==> src/rtl/c16_ps2_receiver.sv <==
// PS/2 keyboard receiver: synchronizes and de-glitches the PS/2 clock, then
// assembles 11-bit frames (start, 8 data LSB first, odd parity, stop) into scancodes.
module c16_ps2_receiver #(
    parameter int FILTER  = 8,
    parameter int TIMEOUT = 50000
) (
    input  logic       clk,
    input  logic       reset,
    input  logic       ps2_clk,
    input  logic       ps2_data,
    output logic [7:0] scancode,
    output logic       receiveflag,
    output logic       error
);
    localparam int FW = (FILTER > 1) ? $clog2(FILTER) : 1;
    localparam int TW = $clog2(TIMEOUT + 1);

    typedef enum logic {
        ST_IDLE,
        ST_RECV
    } state_t;

    logic          clk_s1_q, clk_s1_d, clk_s2_q, clk_s2_d;
    logic          dat_s1_q, dat_s1_d, dat_s2_q, dat_s2_d;
    logic          filt_q, filt_d;
    logic [FW-1:0] filt_cnt_q, filt_cnt_d;
    state_t        state_q, state_d;
    logic [3:0]    bit_cnt_q, bit_cnt_d;
    logic [7:0]    shift_q, shift_d;
    logic          parity_q, parity_d;
    logic [TW-1:0] tmo_q, tmo_d;
    logic [7:0]    scancode_q, scancode_d;
    logic          rflag_q, rflag_d;
    logic          err_q, err_d;
    logic          sample;
    logic          bit_in;

    always_comb begin
        clk_s1_d = ps2_clk;
        clk_s2_d = clk_s1_q;
        dat_s1_d = ps2_data;
        dat_s2_d = dat_s1_q;

        // The filtered level flips on the FILTER-th consecutive opposite sample.
        filt_d     = filt_q;
        filt_cnt_d = '0;
        if (clk_s2_q != filt_q) begin
            if (filt_cnt_q == FW'(FILTER - 1)) begin
                filt_d = ~filt_q;
            end else begin
                filt_cnt_d = filt_cnt_q + 1'b1;
            end
        end

        sample = filt_q & ~filt_d;
        bit_in = dat_s2_q;

        state_d    = state_q;
        bit_cnt_d  = bit_cnt_q;
        shift_d    = shift_q;
        parity_d   = parity_q;
        tmo_d      = tmo_q;
        scancode_d = scancode_q;
        rflag_d    = 1'b0;
        err_d      = 1'b0;

        case (state_q)
            ST_IDLE: begin
                if (sample && !bit_in) begin
                    state_d   = ST_RECV;
                    bit_cnt_d = 4'd1;
                    tmo_d     = '0;
                    shift_d   = '0;
                    parity_d  = 1'b0;
                end
            end
            ST_RECV: begin
                if (sample) begin
                    tmo_d = '0;
                    if (bit_cnt_q <= 4'd8) begin
                        shift_d   = {bit_in, shift_q[7:1]};
                        bit_cnt_d = bit_cnt_q + 4'd1;
                    end else if (bit_cnt_q == 4'd9) begin
                        parity_d  = bit_in;
                        bit_cnt_d = 4'd10;
                    end else begin
                        // Stop bit: accept only with stop=1 and odd parity over data+parity.
                        if (bit_in && (^{shift_q, parity_q})) begin
                            scancode_d = shift_q;
                            rflag_d    = 1'b1;
                        end else begin
                            err_d = 1'b1;
                        end
                        state_d   = ST_IDLE;
                        bit_cnt_d = 4'd0;
                    end
                end else if (tmo_q == TW'(TIMEOUT)) begin
                    state_d   = ST_IDLE;
                    bit_cnt_d = 4'd0;
                    shift_d   = '0;
                    parity_d  = 1'b0;
                    tmo_d     = '0;
                    err_d     = 1'b1;
                end else begin
                    tmo_d = tmo_q + 1'b1;
                end
            end
        endcase
    end

    always_ff @(posedge clk) begin
        if (reset) begin
            clk_s1_q   <= 1'b1;
            clk_s2_q   <= 1'b1;
            dat_s1_q   <= 1'b1;
            dat_s2_q   <= 1'b1;
            filt_q     <= 1'b1;
            filt_cnt_q <= '0;
            state_q    <= ST_IDLE;
            bit_cnt_q  <= 4'd0;
            shift_q    <= '0;
            parity_q   <= 1'b0;
            tmo_q      <= '0;
            scancode_q <= 8'h00;
            rflag_q    <= 1'b0;
            err_q      <= 1'b0;
        end else begin
            clk_s1_q   <= clk_s1_d;
            clk_s2_q   <= clk_s2_d;
            dat_s1_q   <= dat_s1_d;
            dat_s2_q   <= dat_s2_d;
            filt_q     <= filt_d;
            filt_cnt_q <= filt_cnt_d;
            state_q    <= state_d;
            bit_cnt_q  <= bit_cnt_d;
            shift_q    <= shift_d;
            parity_q   <= parity_d;
            tmo_q      <= tmo_d;
            scancode_q <= scancode_d;
            rflag_q    <= rflag_d;
            err_q      <= err_d;
        end
    end

    assign scancode    = scancode_q;
    assign receiveflag = rflag_q;
    assign error       = err_q;

endmodule

==> config.mk <==
export PLATFORM = sky130hd
export DESIGN_NAME = c16_ps2_receiver
export DESIGN_NICKNAME = d
export VERILOG_FILES = /design/src/rtl/c16_ps2_receiver.sv
export SDC_FILE = /design/constraint.sdc
export NUM_CORES = 1
export LEC_CHECK = 0
export ABC_CLOCK_PERIOD_IN_PS = 2150
export BUFFER_PORTS_ARGS = -buffer_cell sky130_fd_sc_hd__clkbuf_2
export CORE_UTILIZATION = 35
export CTS_BUF_LIST = sky130_fd_sc_hd__clkbuf_8
export DETAILED_ROUTE_END_ITERATION = 8
export SYNTH_ARGS = -nofsm -noshare
export SYNTH_HDL_FRONTEND = slang
export SYNTH_SLANG_ARGS = --single-unit
==> constraint.sdc <==
create_clock -name clk -period 2.15 [get_ports clk]
set_input_delay 0.215 -clock clk [delete_from_list [all_inputs] [get_ports clk]]
set_output_delay 0.215 -clock clk [all_outputs]
set_load 0.02 [all_outputs]
==> flow_summary_export.csv, run 1 <==
group,metric,value,unit
synthesis,synth_ff_type,"dfxtp_1",
cts,cts_buffers,5,
hold_path,hold_class,"in2reg",
cts,h-tree-depth,2,
setup_path,setup.worst_path.end_class,"flop",
timing,finalSetupViolCount,0,
cts,clk_latency,0.31,ns
timing,slew_headroom,0.624,
floorplan,fp.coreArea,0.00639,mm²
hold_path,hp-start,"ps2_data",
synthesis,syn_nets,269,
timing,skew,0.00593,ns
synthesis,synth_edf_count,0,
floorplan,rows,29,
global_routing,grt_max_degree,26,
synthesis,ys_seq_area_frac,0.415,
placement,hpwl,3.24,mm
pwr,cellLeakagePower,0.972,nW
setup_path,startpoint,"tmo_q[0]",
floorplan,start_util,0.363,
floorplan,die_x,83.4,µm
pwr,fin_total_pwr,1.60,mW
run,maxCapViolations,0,
timing,hold_violations,0,
global_routing,grt-ovfl-total,0,
cts,cts_root_buf,"clkbuf_8",
cts,cts_tree,"done",
final_layout,drive_gt1_frac,0.163,
timing,fin_crit,1.96,ns
floorplan,num_io_pins,14,
drt,drc_errors,0,
floorplan,die_y,83.4,µm
placement,dp_cells,351,
drt,ant_nets,0,
drt,drt_iter0_drc,117,
global_routing,grt_pass1_wl,8.02,mm
timing,fmax,511,MHz
drt,firstDrtPassIters,5,
final_layout,synthToLayoutAreaGrowth,15.8,%
drt,post_drt_wl_per_cell,12.7,µm
drt,wl_met2,1.96,mm
drt,m1WireLength,2.39,mm
global_routing,antenna_found_initial,0,
synthesis,yosys.cell_types.count,45,
pwr,peakVddDrop,286,µV
synthesis,synth.avg_cell_area,8.98,µm²
timing,rsz0062_at_grt,"false",
global_routing,grt_pass1_vias,1745,
drt,num_vias,1871,
final_layout,antenna_cells,0,
pwr,powerDensity,595,mW/mm²
final_layout,final_cells,359,
setup_path,crit_fanout,6,
synthesis,syn_inst,258,
drt,routed_wl,4.56,mm
cts,cts_hold_buf,0,
setup_path,start_kind,"flop",
synthesis,yosys_warnings,0,
synthesis,synthTopCellsByCount,"48 x dfxtp_1, 22 x nor2_1, 18 x nand2_1, 17 x nand2b_1, 13 x a21oi_1",
placement,port_buffers,13,
synthesis,synth_top_area_frac,0.415,
setup_path,crit_required,2.35,ns
placement,gp_congestion,0.750,
setup_path,r2r-start,"tmo_q[0]",
setup_path,crit_type,"reg2reg",
cts,clockBufferDepth,2,
cts,cts_sinks,48,
timing,tightest_slew,0.560,ns
timing,fin_crit_sh,0.911,
cts,path_clk_slew,0.09,ns
synthesis,async_flop_share,0,
drt,routed.top_layer,"met4",
timing,drv_slew,0,
timing,finalSetupTns,0,ns
synthesis,ys_ff_latch,48,
synthesis,synth_top_area_cell,"dfxtp_1",
global_routing,grtUsageTotal,0.139,
outcome,outcome,"finished, final reports clean",
floorplan,dieArea,0.00695,mm²
synthesis,ys_top_cells_by_area,"dfxtp_1 41%, nand2b_1 4.6%, ha_1 3.8%",
final_layout,final_nets,292,
drt,wl_met3,144,µm
synthesis,syn_area,0.00232,mm²
setup_path,cp_data_arrival_time,2.16,ns
synthesis,yosysMostFrequentCell,"dfxtp_1",
drt,via_per_inst,5.21,
## path summary, 6_finish.rpt
check / to / slack [ns] / depth (start not counted)
max: tmo_q[11] / 0.19 / 7
min: dat_s1_q / 0.09 / 2
max reg2reg: tmo_q[11] / 0.19 / 7
min reg2reg: bit_in / 0.42 / 1
## registers in the layout (all words and copies together), names as in the netlist
name         count
tmo_q           16
receiveflag      1
dat_s1_q         1
bit_in           1
shift_q          8
clk_s2_q         1
parity_q         1
scancode         8
clk_s1_q         1
bit_cnt_q        4
state_q          1
error            1
filt_cnt_q       3
filt_q           1
## layout by cell type, fill, tap and decap left out, types with 8 or more instances in the layout
cell,synthesis,final
a21oi_1,13,13
a22oi_1,10,10
buf_4,0,14
clkbuf_2,0,13
dfxtp_1,48,48
mux2i_1,8,8
nand2_1,18,18
nand2b_1,17,17
nand3_1,9,9
nor2_1,22,22
nor3_1,9,9
o21ai_0,8,8
## worst max-delay path, stage by stage (launching register included)
cell	delay, ns
dfxtp_1	0.42
inv_1	0.07
ha_1	0.22
nand4bb_1	0.18
nor4_4	0.07
nor2_1	0.32
a21bo_2	0.27
a311oi_1	0.30
## per-stage QoR
step | utilization | area [µm²] | hold WS, ns | worst slack, ns
floorplan | - | 2320 | 0.319 | 0.200
global placement | 0.400 | 2560 | 0.393 | 0.202
detailed placement | 0.400 | 2560 | 0.402 | 0.184
CTS | 0.418 | 2670 | 0.0824 | 0.173
global route | 0.420 | 2680 | 0.0819 | 0.0378
finish | 0.420 | 2680 | 0.0863 | 0.192
## power by group
part	switching (mW)	internal, mW	total [mW]	leakage (nW)
Clock	0.322	0.351	0.673	0.0548
Sequential	0.00271	0.892	0.895	0.388
Combinational	0.0169	0.0124	0.0293	0.530
## area by class of cell
class / instances / area [µm²]
clock buffer: 5 / 68.8
sequential: 48 / 961
timing repair buffer: 28 / 190
tap: 77 / 96.3
multi-input combinational: 192 / 1300
clock inverter: 3 / 46.3
fill: 649 / 3700
inverter: 6 / 22.5
## logic make-up (layout without fill, tap and decap cells)
logic type | after synthesis | after routing | share of synthesized area
XOR/XNOR | 10 | 10 | 0.0437
adder cells (fa/ha/maj) | 7 | 7 | 0.0378
AND/OR/NAND/NOR | 112 | 112 | 0.279
AO/OA/AOI/OAI | 55 | 55 | 0.160
flip-flops | 48 | 48 | 0.415
buffers and inverters | 18 | 42 | 0.0302
multiplexers | 8 | 8 | 0.0346
## routing by layer
layer	up-vias	GRT usage
met3	5	0.0328
met5	-	0
met2	31	0.213
met4	0	0.0455
li1	982	-
met1	853	0.191
## timing repair
action	CTS	global route
buffers inserted	0	0
endpoints found under the setup margin	0	8
endpoints found under the hold margin	0	0
resized for setup	0	2
Power figures use the tool's default switching activity.
==> inputs of run 2 (changes only) <==
--- a/config.mk
+++ b/config.mk
@@ -5,7 +5,7 @@
 export SDC_FILE = /design/constraint.sdc
 export NUM_CORES = 1
 export LEC_CHECK = 0
-export ABC_CLOCK_PERIOD_IN_PS = 2150
+export ABC_CLOCK_PERIOD_IN_PS = 2300
 export BUFFER_PORTS_ARGS = -buffer_cell sky130_fd_sc_hd__clkbuf_2
 export CORE_UTILIZATION = 35
 export CTS_BUF_LIST = sky130_fd_sc_hd__clkbuf_8
==> constraint.sdc (replaced) <==
create_clock -name clk -period 2.3 [get_ports clk]
set_input_delay 0.23 -clock clk [delete_from_list [all_inputs] [get_ports clk]]
set_output_delay 0.23 -clock clk [all_outputs]
set_load 0.02 [all_outputs]
==> flow_summary_export.csv, run 2 (synthesized netlist as in run 1, its figures left out) <==
group,metric,value,unit
outcome,outcome,"finished, final reports clean",
global_routing,grt_pass1_wl,7.84,mm
setup_path,slowest_stage,"dfxtp_1",
drt,drc_errors,0,
pwr,p_clk_frac,0.419,
pwr,p_int,1.17,mW
setup_path,crit_type,"reg2reg",
drt,drt_iter0_drc,71,
floorplan,die_y,83.4,µm
final_layout,regArea,961,µm²
timing,setup_ws,0.263,ns
setup_path,path_cells,"ha_1 -> ha_1 -> nand3b_1 -> nand2_1 -> nor2_1 -> buf_4 -> a21bo_2 -> a311oi_1",
cts,cts_hold_buf,0,
placement,hpwl,3.03,mm
final_layout,fillers,641,
timing,drv_slew,0,
pwr,comb_power_share,0.018,
final_layout,largest-register,"tmo_q",
final_layout,multi_input_area,0.00129,mm²
setup_path,crit_cells,8,
hold_path,hold_class,"in2reg",
final_layout,final_nets,289,
setup_path,start_kind,"flop",
setup_path,cp_data_arrival_time,2.26,ns
drt,via_per_inst,5.30,
cts,post_cts_buffers,0,
timing,fmax,491,MHz
placement,gp_congestion,0.753,
timing,finalSetupViolCount,0,
cts,cts_root_buf,"clkbuf_8",
global_routing,grt_max_degree,26,
final_layout,utilization,0.413,
timing,rsz0062_at_grt,"false",
timing,fin_crit,2.04,ns
placement,post-place-ws,0.295,ns
timing,slew_headroom,0.625,
cts,cts-resized-gates,0,
placement,placed_area,0.00252,mm²
cts,cts_sinks,48,
drt,post_drt_wl_per_cell,12.4,µm
global_routing,antenna_found_initial,0,
floorplan,rows,29,
setup_path,ff2ff_path_depth,8,
final_layout,largest_register_ffs,16,
pwr,peakVddDrop,272,µV
drt,ant_nets,0,
final_layout,synthToLayoutAreaGrowth,13.8,%
drt,num_vias,1886,
final_layout,drive_gt1_frac,0.151,
setup_path,crit_buf_inv,1,
pwr,power_switching,314,µW
setup_path,crit_required,2.52,ns
final_layout,antenna_cells,0,
floorplan,num_io_pins,14,
timing,hold_violations,0,
run,maxCapViolations,0,
cts,clk_latency,0.31,ns
setup_path,crit_fanout,23,
cts,clockBufferDepth,2,
pwr,powerDensity,564,mW/mm²
setup_path,critical-path-top-delay-family,"compound AO/OA/AOI/OAI gates",
timing,fin_crit_sh,0.886,
setup_path,slowest_delay,0.32,ns
timing,skew,0.0135,ns
timing,finalSetupTns,0,ns
timing,tightest_slew,0.559,ns
final_layout,mostFrequentLayoutCells,"48 x dfxtp_1, 22 x nor2_1, 18 x nand2_1, 17 x nand2b_1",
hold_path,hold_depth,2,
pwr,fin_total_pwr,1.49,mW
pwr,cellLeakagePower,0.957,nW
final_layout,stdcell_area,0.00264,mm²
floorplan,die_x,83.4,µm
cts,cts_tree,"done",
floorplan,dieArea,0.00695,mm²
setup_path,setup.worst_path.end_class,"flop",
placement,port_buffers,13,
cts,path_clk_slew,0.09,ns
pwr,sw_frac_of_total,0.211,
global_routing,grt_pass1_vias,1759,
final_layout,final_common_cell,"dfxtp_1",
drt,routed_wl,4.40,mm
global_routing,grtUsageTotal,0.136,
cts,h-tree-depth,2,
floorplan,start_util,0.363,
global_routing,grt-ovfl-total,0,
cts,cts_buffers,5,
floorplan,fp.coreArea,0.00639,mm²
pwr,p_seq_frac,0.563,
setup_path,cp_common_cell,"ha_1",
drt,firstDrtPassIters,4,
-- run 2: cell count changes in the layout (fill, tap and decap cells not counted) --
cell	delta
buf_4	-2
buf_12	-1
clkinvlp_4	-1
inv_6	-1
o21ai_2	-1
o211ai_2	+1
o21ai_1	+1
clkinv_4	+2
o211ai_4	-1
-- run 2: final cells by class --
cell class,instances,area share
clock buffers,5,0.0261
clock inverters,3,0.0180
inverters,6,0.00854
multi-input cells,192,0.488
flip-flops and latches,48,0.364
well taps,77,0.0365
repair buffers,25,0.0588
-- run 2: path summary, 6_finish.rpt --
| path | startpoint | to | slack (ns) |
|---|---|---|---|
| setup / recovery | filt_cnt_q[0] | tmo_q[11] | 0.26 |
| hold / removal | ps2_data | dat_s1_q | 0.10 |
| setup reg to reg | filt_cnt_q[0] | tmo_q[11] | 0.26 |
| hold reg to reg | dat_s1_q | bit_in | 0.42 |
-- run 2: per-layer routing --
metal,global-route usage,routed length [µm],vias to the layer above,part of all wire
met3,0.0308,108,9,0.025
met1,0.181,2330,875,0.53
met4,0.0517,82,0,0.019
li1,-,-,975,-
met2,0.214,1880,27,0.43
met5,0,0,-,0
-- run 2: power by group through the flow --
stage	combinational, mW	sequential (mW)	clock [mW]
after CTS	0.0276	0.837	0.644
after detailed placement	0.0276	0.856	0
after floorplan	0.0198	0.855	0
after global routing	0.0297	0.838	0.683
final	0.0270	0.837	0.623
after global placement	0.0276	0.856	0
-- run 2: stage by stage --
stage / std cells / hold WS [ns]
floorplan: 258 / 0.334
global placement: 348 / 0.393
detailed placement: 348 / 0.394
CTS: 356 / 0.0931
global route: 356 / 0.0886
finish: 356 / 0.103
==> inputs of run 3 (changes only) <==
--- a/config.mk
+++ b/config.mk
@@ -5,7 +5,7 @@
 export SDC_FILE = /design/constraint.sdc
 export NUM_CORES = 1
 export LEC_CHECK = 0
-export ABC_CLOCK_PERIOD_IN_PS = 2300
+export ABC_CLOCK_PERIOD_IN_PS = 2600
 export BUFFER_PORTS_ARGS = -buffer_cell sky130_fd_sc_hd__clkbuf_2
 export CORE_UTILIZATION = 35
 export CTS_BUF_LIST = sky130_fd_sc_hd__clkbuf_8
==> constraint.sdc (replaced) <==
create_clock -name clk -period 2.6 [get_ports clk]
set_input_delay 0.26 -clock clk [delete_from_list [all_inputs] [get_ports clk]]
set_output_delay 0.26 -clock clk [all_outputs]
set_load 0.02 [all_outputs]
==> flow_summary_export.csv, run 3 (synthesized netlist as in run 1, its figures left out) <==
group,metric,value,unit
outcome,outcome,"finished, final reports clean",
final_layout,antenna_cells,0,
cts,post_cts_buffers,0,
global_routing,antenna_found_initial,0,
drt,firstDrtPassIters,4,
floorplan,die_x,83.4,µm
cts,clk_latency,0.31,ns
floorplan,num_io_pins,14,
cts,h-tree-depth,2,
final_layout,final_common_cell,"dfxtp_1",
final_layout,mostFrequentLayoutCells,"48 x dfxtp_1, 22 x nor2_1, 18 x nand2_1, 17 x nand2b_1",
placement,hpwl,3.01,mm
setup_path,crit_buf_inv,1,
timing,finalSetupViolCount,0,
pwr,powerDensity,508,mW/mm²
setup_path,setup.worst_path.end_class,"flop",
timing,tightest_slew,0.804,ns
drt,drc_errors,0,
setup_path,slowest_stage,"or4b_1",
hold_path,hold_class,"in2reg",
floorplan,dieArea,0.00695,mm²
setup_path,critical-path-top-delay-family,"simple AND/OR/NAND/NOR gates",
run,maxCapViolations,0,
setup_path,crit_required,2.78,ns
cts,cts_sinks,48,
drt,via_per_inst,5.34,
final_layout,drive_gt1_frac,0.135,
floorplan,rows,29,
drt,drt_iter0_drc,79,
timing,drv_slew,0,
setup_path,ff2ff_path_depth,6,
final_layout,synthToLayoutAreaGrowth,12.1,%
setup_path,path_cells,"or4b_1 -> nor4_4 -> buf_4 -> o211ai_2 -> a22oi_1 -> nor2_1",
cts,cts_tree,"done",
hold_path,hold_depth,2,
final_layout,final_nets,284,
setup_path,r2r-start,"tmo_q[4]",
timing,fin_crit_sh,0.825,
setup_path,crit_fanout,8,
global_routing,grt_max_degree,47,
floorplan,die_y,83.4,µm
final_layout,final_cells,351,
placement,dp_cells,343,
setup_path,crit_cells,6,
drt,num_vias,1873,
global_routing,grtUsageTotal,0.137,
placement,port_buffers,13,
floorplan,start_util,0.363,
cts,clockBufferDepth,2,
setup_path,r2r_end,"shift_q[2]",
pwr,cellLeakagePower,0.928,nW
setup_path,reg2reg_slack,0.45,ns
timing,setup_ws,0.454,ns
timing,fmax,466,MHz
hold_path,worst_hold_path.endpoint,"clk_s1_q",
final_layout,largest-register,"tmo_q",
placement,gp_congestion,0.785,
cts,path_clk_slew,0.10,ns
final_layout,largest_register_ffs,16,
cts,cts_root_buf,"clkbuf_8",
timing,slew_headroom,0.464,
drt,routed_wl,4.49,mm
hold_path,hp-start,"ps2_clk",
global_routing,grt_pass1_wl,7.89,mm
cts,cts_hold_buf,0,
global_routing,grt_pass1_vias,1675,
placement,post-place-ws,0.476,ns
global_routing,grt-ovfl-total,0,
timing,hold_violations,0,
cts,cts-resized-gates,0,
timing,finalSetupTns,0,ns
timing,fin_crit,2.15,ns
timing,rsz0062_at_grt,"false",
setup_path,crit_type,"reg2reg",
timing,skew,0.00698,ns
drt,ant_nets,0,
drt,post_drt_wl_per_cell,12.8,µm
setup_path,slowest_delay,0.51,ns
setup_path,cp_data_arrival_time,2.32,ns
pwr,peakVddDrop,263,µV
setup_path,start_kind,"flop",
floorplan,fp.coreArea,0.00639,mm²
final_layout,utilization,0.407,
cts,cts_buffers,5,
[run 3: final cells by class]
| cell class | count | area [µm²] |
|---|---|---|
| clock buffer | 5 | 68.8 |
| sequential | 48 | 961 |
| clock inverter | 3 | 46.3 |
| inverter | 6 | 22.5 |
| tap | 77 | 96.3 |
| timing repair buffer | 20 | 118 |
| fill | 636 | 3790 |
| multi-input combinational | 192 | 1290 |
[run 3: how the worst max path moves through the flow]
stage | start | to | slack [ns]
2_1_floorplan | tmo_q[3] | tmo_q[11] | 0.65
3_3_place_gp | tmo_q[4] | shift_q[0] | 0.48
3_5_place_dp | tmo_q[4] | shift_q[0] | 0.48
4_1_cts | tmo_q[4] | shift_q[2] | 0.46
5_1_grt | tmo_q[4] | shift_q[4] | 0.23
6_report | tmo_q[4] | shift_q[2] | 0.45
[run 3: routing by layer]
layer,share of wire,global-route usage,vias to the layer above
li1,-,-,960
met1,0.51,0.186,871
met2,0.44,0.215,36
met3,0.038,0.0328,6
met4,0.013,0.0423,0
met5,0,0,-
[run 3: power breakdown]
group	total [mW]	internal (mW)	switching, mW
sequential	0.740	0.738	0.00211
clock	0.558	0.290	0.268
combinational	0.0234	0.00945	0.0140
total	1.32	1.04	0.284
[run 3: stage by stage]
step,total power [mW],hold WS [ns],area (µm²)
final,1.32,0.133,2600
after global routing,1.37,0.125,2600
after CTS,1.35,0.128,2600
after detailed placement,0.781,0.404,2480
after global placement,0.781,0.392,2480
after floorplan,0.774,0.364,2320
